**src/rtl/mem_arb_pkg.sv**
```systemverilog
// Shared types and constants for the memory bus arbiter and its watchdog.
package mem_arb_pkg;

    typedef enum logic [1:0] {
        IDLE = 2'd0,
        BUSY = 2'd1,
        DONE = 2'd2
    } arb_state_t;

    typedef enum logic [1:0] {
        NONE = 2'd0,
        INST = 2'd1,
        DATA = 2'd2
    } arb_owner_t;

    localparam logic [31:0] TIMEOUT_RDATA = 32'hDEAD_BEEF;

endpackage

```
**src/rtl/mem_arb_watchdog.sv**
```systemverilog
// Bus-cycle watchdog: flags a timeout in the BUSY cycle that reaches the limit.
// Latency: combinational flag from a registered count; no backpressure.
module mem_arb_watchdog #(
    parameter int unsigned TIMEOUT_CYCLES = 255
) (
    input  logic clk,
    input  logic rst,
    input  logic busy_i,
    output logic timeout_o
);
    localparam int unsigned CNT_W = ($clog2(TIMEOUT_CYCLES + 1) > 8) ? $clog2(TIMEOUT_CYCLES + 1) : 8;

    logic [CNT_W-1:0] cnt_q, cnt_d;

    // Count is zero in the first BUSY cycle, so the limit-th BUSY cycle is the last.
    always_comb begin
        cnt_d = '0;
        if (busy_i) begin
            cnt_d = cnt_q + CNT_W'(1);
        end
    end

    always_ff @(posedge clk or negedge rst) begin
        if (!rst) begin
            cnt_q <= '0;
        end else begin
            cnt_q <= cnt_d;
        end
    end

    assign timeout_o = busy_i && (cnt_q == CNT_W'(TIMEOUT_CYCLES - 1));

endmodule

```
**src/rtl/mem_bus_arbiter.sv**
```systemverilog
// Fetch/data arbiter onto one Wishbone-style bus; MEM_ARB_TIMEOUT_EN adds a watchdog and bus_err.
// Latency: request to ack is 2 cycles with zero-wait memory; one transaction per 3 cycles max.
// Backpressure: requests are held until ack; the bus stalls BUSY until bus_ack (or timeout).
module mem_bus_arbiter
    import mem_arb_pkg::*;
#(
    parameter int unsigned ADDR_W         = 32,
    parameter int unsigned DATA_W         = 32,
    parameter int unsigned TIMEOUT_CYCLES = 255
) (
    input  logic                clk,
    input  logic                rst,
    input  logic                i_req,
    input  logic [ADDR_W-1:0]   i_addr,
    output logic                i_ack,
    output logic [DATA_W-1:0]   i_rdata,
    input  logic                d_read,
    input  logic                d_write,
    input  logic [ADDR_W-1:0]   d_addr,
    input  logic [DATA_W-1:0]   d_wdata,
    input  logic [DATA_W/8-1:0] d_sel,
    output logic                d_ack,
    output logic [DATA_W-1:0]   d_rdata,
    output logic                bus_cyc,
    output logic                bus_stb,
    output logic                bus_we,
    output logic [ADDR_W-1:0]   bus_adr,
    output logic [DATA_W-1:0]   bus_dat_o,
    output logic [DATA_W/8-1:0] bus_sel,
`ifdef MEM_ARB_TIMEOUT_EN
    output logic                bus_err,
`endif
    input  logic                bus_ack,
    input  logic [DATA_W-1:0]   bus_dat_i
);
    arb_state_t          state_q, state_d;
    arb_owner_t          owner_q, owner_d;
    logic                cyc_q, cyc_d;
    logic                we_q, we_d;
    logic [ADDR_W-1:0]   adr_q, adr_d;
    logic [DATA_W-1:0]   dat_q, dat_d;
    logic [DATA_W/8-1:0] sel_q, sel_d;
    logic                i_ack_q, i_ack_d;
    logic                d_ack_q, d_ack_d;
    logic [DATA_W-1:0]   i_rdata_q, i_rdata_d;
    logic [DATA_W-1:0]   d_rdata_q, d_rdata_d;
    logic                timeout;
    logic [DATA_W-1:0]   resp_dat;

`ifdef MEM_ARB_TIMEOUT_EN
    logic err_q, err_d;

    mem_arb_watchdog #(
        .TIMEOUT_CYCLES (TIMEOUT_CYCLES)
    ) u_watchdog (
        .clk       (clk),
        .rst       (rst),
        .busy_i    (state_q == BUSY),
        .timeout_o (timeout)
    );

    // A real ack in the limit cycle wins; only a true timeout is sticky.
    assign err_d   = err_q | (timeout & ~bus_ack);
    assign bus_err = err_q;

    always_ff @(posedge clk or negedge rst) begin
        if (!rst) begin
            err_q <= 1'b0;
        end else begin
            err_q <= err_d;
        end
    end
`else
    assign timeout = 1'b0;
`endif

    assign resp_dat = bus_ack ? bus_dat_i : DATA_W'(TIMEOUT_RDATA);

    always_comb begin
        state_d   = state_q;
        owner_d   = owner_q;
        cyc_d     = cyc_q;
        we_d      = we_q;
        adr_d     = adr_q;
        dat_d     = dat_q;
        sel_d     = sel_q;
        i_ack_d   = 1'b0;
        d_ack_d   = 1'b0;
        i_rdata_d = i_rdata_q;
        d_rdata_d = d_rdata_q;
        case (state_q)
            IDLE: begin
                if (d_read || d_write) begin
                    adr_d   = d_addr;
                    dat_d   = d_wdata;
                    sel_d   = d_sel;
                    we_d    = d_write;
                    owner_d = DATA;
                    cyc_d   = 1'b1;
                    state_d = BUSY;
                end else if (i_req) begin
                    adr_d   = i_addr;
                    dat_d   = '0;
                    sel_d   = '1;
                    we_d    = 1'b0;
                    owner_d = INST;
                    cyc_d   = 1'b1;
                    state_d = BUSY;
                end
            end
            BUSY: begin
                if (bus_ack || timeout) begin
                    cyc_d   = 1'b0;
                    state_d = DONE;
                    if (owner_q == DATA) begin
                        d_ack_d   = 1'b1;
                        d_rdata_d = resp_dat;
                    end else if (owner_q == INST) begin
                        i_ack_d   = 1'b1;
                        i_rdata_d = resp_dat;
                    end
                end
            end
            DONE: begin
                owner_d = NONE;
                state_d = IDLE;
            end
            default: begin
                cyc_d   = 1'b0;
                owner_d = NONE;
                state_d = IDLE;
            end
        endcase
    end

    always_ff @(posedge clk or negedge rst) begin
        if (!rst) begin
            state_q   <= IDLE;
            owner_q   <= NONE;
            cyc_q     <= 1'b0;
            we_q      <= 1'b0;
            adr_q     <= '0;
            dat_q     <= '0;
            sel_q     <= '0;
            i_ack_q   <= 1'b0;
            d_ack_q   <= 1'b0;
            i_rdata_q <= '0;
            d_rdata_q <= '0;
        end else begin
            state_q   <= state_d;
            owner_q   <= owner_d;
            cyc_q     <= cyc_d;
            we_q      <= we_d;
            adr_q     <= adr_d;
            dat_q     <= dat_d;
            sel_q     <= sel_d;
            i_ack_q   <= i_ack_d;
            d_ack_q   <= d_ack_d;
            i_rdata_q <= i_rdata_d;
            d_rdata_q <= d_rdata_d;
        end
    end

    assign bus_cyc   = cyc_q;
    assign bus_stb   = cyc_q;
    assign bus_we    = we_q;
    assign bus_adr   = adr_q;
    assign bus_dat_o = dat_q;
    assign bus_sel   = sel_q;
    assign i_ack     = i_ack_q;
    assign d_ack     = d_ack_q;
    assign i_rdata   = i_rdata_q;
    assign d_rdata   = d_rdata_q;

endmodule

```
**config.mk**
```make
export PLATFORM = sky130hd
export DESIGN_NAME = mem_bus_arbiter
export DESIGN_NICKNAME = d
export VERILOG_FILES = /design/src/rtl/mem_arb_pkg.sv /design/src/rtl/mem_arb_watchdog.sv /design/src/rtl/mem_bus_arbiter.sv
export SDC_FILE = /design/constraint.sdc
export NUM_CORES = 1
export LEC_CHECK = 0
export CAP_MARGIN = 10
export CORE_ASPECT_RATIO = 1.2
export CORE_MARGIN = 2
export CORE_UTILIZATION = 41
export CTS_CLUSTER_SIZE = 40
export DETAILED_ROUTE_END_ITERATION = 7
export PLACE_DENSITY = 0.81
export SETUP_SLACK_MARGIN = 0.3
export SLEW_MARGIN = 25
export SYNTH_ARGS = -nofsm -noshare
export SYNTH_HDL_FRONTEND = slang
export SYNTH_SLANG_ARGS = --single-unit
```
**constraint.sdc**
```tcl
create_clock -name clk -period 2.2 [get_ports clk]
set_clock_uncertainty 0.2 [all_clocks]
set_input_delay 0.44 -clock clk [delete_from_list [all_inputs] [get_ports clk]]
set_output_delay 0.44 -clock clk [all_outputs]
set_load 0.05 [all_outputs]
```
==> results.md <==
- The detailed-router iteration count before antenna repair is 4.
- The critical path start-end classification is flop to flop.
- After the last flow step, the layout net total stands at 789.
- STA classifies the critical path endpoint as a flop.
- The fraction of synthesized cell area taken by the top area cell type is 61.6%.
- After synthesis, the mean cell area works out to 16.2 um^2.
- The layout filler cell count is 930.
- The terminus of the critical flop-to-flop path is i_rdata[4].
- The fraction of synthesis flops using an asynchronous set or reset pin is 100%.
- The number of core rows is 47.
- The flow ran to the end, and the final reports show no timing, DRC or antenna violations.
- The area of the die is 14800 um^2.
- The fraction of the yosys area taken by sequential cells is 61.6%.
- The fraction of met3 tracks used by global routing is 7.70%.
- For the pin with the worst max-slew slack, the measured transition is 0.558 ns.
- The most area-hungry cell type in the Yosys netlist is dfrtp_1.
- After Yosys synthesis, full adders, half adders and majority gates account for 0% of the synthesized area.
- Measured along the y axis, the die boundary spans 133 um.
- The initial antenna violation count is 0.
- The stage delay of the slowest cell on the critical path is 0.43 ns.
- The worst hold path belongs to the class input pin to flop.
- The number of endpoints with negative hold slack in the final report is 0.
- For the worst setup path, the data required time is 2.29 ns.
- The endpoint of the worst hold-timing path is state_q[0].
- The number of buffers inserted during clock tree synthesis is 17.
- Counting flops with a built-in enable in the synthesized netlist gives 0.
- The clock input transition at the sequential cells of the worst setup and hold paths is 0.05 ns.
- The count of vias placed by the detailed router is 4191.
- The antenna diode count is 0.
- The global routing usage summed across all routing layers is 21.1%.
- The maximum achievable frequency is 527 MHz.
- The final routed wire length divided by cell count is 19.4 um.
- No sink is reached through more buffers than the 2 on the longest clock path.
- In the routed layout, each cell is associated on average with a via count of 5.02.
- The TritonCTS sink count is 140.
- The launch point of the worst hold path is bus_ack.
- The shortest clock period the worst path allows after layout is 1.90 ns.
- After floorplanning, the core was sized to cover 13700 um^2.
- The portion of synthesized area spent on multiplexers is 27.3%.
- The synthesized-area fraction occupied by ao, oa, aoi and oai cells is 6.20%.
- The final period utilization is 86.3%.
- The worst slack at placement is -0.133 ns.
- After synthesis the cells add up to 5690 um^2.
- The static leakage is 4.22 nW.
- The largest net degree at the start of global routing is 59.
- Of the cells placed in the final design, the portion with a size suffix greater than 1 is 49.1%.
- The last weighted congestion value of the routability-driven placer is 0.789.
- Along the worst path, the maximum fanout reaches 8.
- The critical path's slowest cell is dfrtp_2.
- The power density of the placed cells is 1740 nW/um^2.
- The count of warnings emitted by yosys is 0.
- The total of flip-flops plus latches after synthesis is 140.
- The DRC marker count from the first detailed-route iteration is 155.
- Among all cell types in the netlist, the one instantiated most often is dfrtp_1.
- By area the synthesized netlist is led by dfrtp_1 (62%), mux2_2 (18%), mux2_4 (7.1%).
- The worst setup path is launched from a flop.
- TritonCTS built the clock tree.
- The placement-stage cell area is 8710 um^2.
- Counting instances in the post-synthesis netlist gives the leading cell types as dfrtp_1 (140), mux2_2 (92), a22o_1 (32), mux2_4 (27), mux2_1 (10).
- Setup repair after global routing could not meet its margin everywhere.
- The cell depth of the worst flop-to-flop path is 5.
- Total power for the finished layout comes to 16.8 mW.
- The data arrival time of the critical path is 1.99 ns.
- The number of buffer and inverter instances along the worst setup path is 2.
- The effective utilization at floorplan is 41.5%.
- Summed over all layers, the routed wires come to 16200 um.
- Port buffering added 274 buffers.
- The DRC violations left is 0.
- Once detailed placement completed, the half-perimeter wirelength came to 11400 um.
- The met2 track demand over resource in global routing is 37.2%.
- Headroom to the max-slew limit came out at 62.8%.
- After global routing, the most crowded layer is met2.
- In this run the horizontal extent of the chip is 112 um.
- Of the total synthesized cell area, the portion taken by AND, OR, NAND and NOR gates is 1.96%.
- Counting every instance in the synthesized netlist gives 351.
- The final instance area is 9640 um^2.
- The least setup slack across all paths after layout is 0.302 ns.
- The category of cells accounting for the largest share of critical-path delay is simple AND/OR/NAND/NOR gates.
- The overflow left after global routing is 0.
- The number of pins exceeding their max-slew limit in the final report is 0.
- Walking the worst path, the cells encountered are nand3b_4 > nor3b_4 > buf_12 > clkbuf_16 > mux2_2.
- For this run, global-route usage on met1 was measured as 22.9%.
- The wire length of the first global-routing pass is 24200 um.
- The tool flagged a number of max-cap violations equal to 0.
- The H-tree was split into 4 levels.
- The via count of the first global-routing pass is 4537.
- Clock latency on the worst-skew pair, taken at its later pin, is 0.41 ns.
- The netlist uses 26 different library cells.
- Once detail routing completed, the nets flagged for antenna violations numbered 0.
- The largest voltage drop on the vdd net is 0.00127 V.
- Setup violations remaining at the end of the flow were counted as 0.
- After synthesis, the largest family of logic cells by area is multiplexers.
- From synthesis to final layout, the design area changed by 69.4%.
- The number of nets handed over by synthesis was 489.
- The cell sitting at the root of the clock tree is a clkbuf_16.
- The most used flip-flop cell after synthesis is dfrtp_1.
- The number of I/O pins is 275.
- The worst register-to-register path begins at state_q[1].
- Of the total synthesized cell area, the portion taken by XOR and XNOR cells is 0%.
- The worst hold path was traced through 3 stages.
- Setup slack on the worst reg-to-reg path comes out at 0.30 ns.
[area by class of cell]
cell class / count / area, um^2 / share of cell area (%)
sequential: 140 / 3510 / 36.4
clock inverter: 14 / 146 / 1.52
tap: 171 / 214 / 2.22
timing repair buffer: 303 / 3270 / 33.9
clock buffer: 18 / 429 / 4.45
inverter: 3 / 11.3 / 0.117
multi-input combinational: 186 / 2070 / 21.4
[stage by stage]
| stage | setup TNS [ns] | util (%) | hold slack [ns] | instances |
|---|---|---|---|---|
| final | 0 | 70.3 | 0.228 | 835 |
| after global routing | 0 | 70.3 | 0.227 | 835 |
| after CTS | 0 | 68.9 | 0.287 | 827 |
| after detailed placement | -6.56 | 63.6 | 0.257 | 794 |
| after global placement | -3.20 | 63.6 | 0.243 | 794 |
| after floorplan | 0 | - | -0.0556 | 351 |
[how the worst max path moves through the flow]
stage / startpoint / to / slack [ns] / cells after the start
floorplan: d_write / bus_adr[10] / 0.35 / 6
global placement: d_write / bus_adr[1] / -0.07 / 5
detailed placement: d_read / bus_adr[1] / -0.13 / 5
CTS: d_rdata[16] / d_rdata[16] / 0.30 / 1
global route: state_q[1] / bus_adr[2] / 0.26 / 5
finish: state_q[1] / i_rdata[4] / 0.30 / 5
[layout by cell type (no fill, tap or decap), types with 4 or more instances in the layout]
cell type        netlist  routed
clkdlybuf4s50_1        0     135
mux2_2                92      84
a22o_1                32      32
o22a_1                 4       4
clkbuf_16              0      21
clkdlybuf4s15_2        0     119
buf_12                 0      10
buf_4                  7      28
clkinv_2               0       4
mux2_4                27      35
mux2_1                10      10
dfrtp_1              140     138
[sequential cells by signal, summed over array words and instances, names as in the netlist]
register   cells
bus_cyc        1
d_rdata       32
bus_dat_o     32
state_q        2
bus_we         1
bus_sel        4
i_ack          1
owner_q        2
i_rdata       32
bus_adr       32
d_ack          1
[metal layers]
metal	routed length [um]	part of all wire [%]	vias to the layer above
met4	454	2.8	0
met5	0	0	-
met3	1180	7.3	36
met2	8660	53	186
li1	-	-	1876
met1	5930	37	2093
[where the power goes]
part	switching, mW	leakage [nW]	internal (mW)
Clock	1.10	0.276	1.67
Sequential	0.761	1.70	3.82
Combinational	5.96	2.25	3.49
Total	7.83	4.22	8.98
[tightest hold or removal path: stages]
cell	delay [ns]
dlymetal6s2s_1	0.14
buf_4	0.14
o21ai_0	0.07
[repair_timing]
| item | CTS | global route |
|---|---|---|
| gates cloned | 0 | 5 |
| hold buffers | 1 | 0 |
| endpoints found under the hold margin | 52 | 0 |
| buffers inserted | 0 | 3 |
| endpoints found under the setup margin | 124 | 91 |
| resized for setup | 364 | 17 |
[logic make-up after synthesis]
kind of cell,after synthesis
DFF,140
muxes,129
AOI/OAI and AO/OA,42
buffers and inverters,25
and+or+nand+nor,15
(Power assumes the default switching activity.)
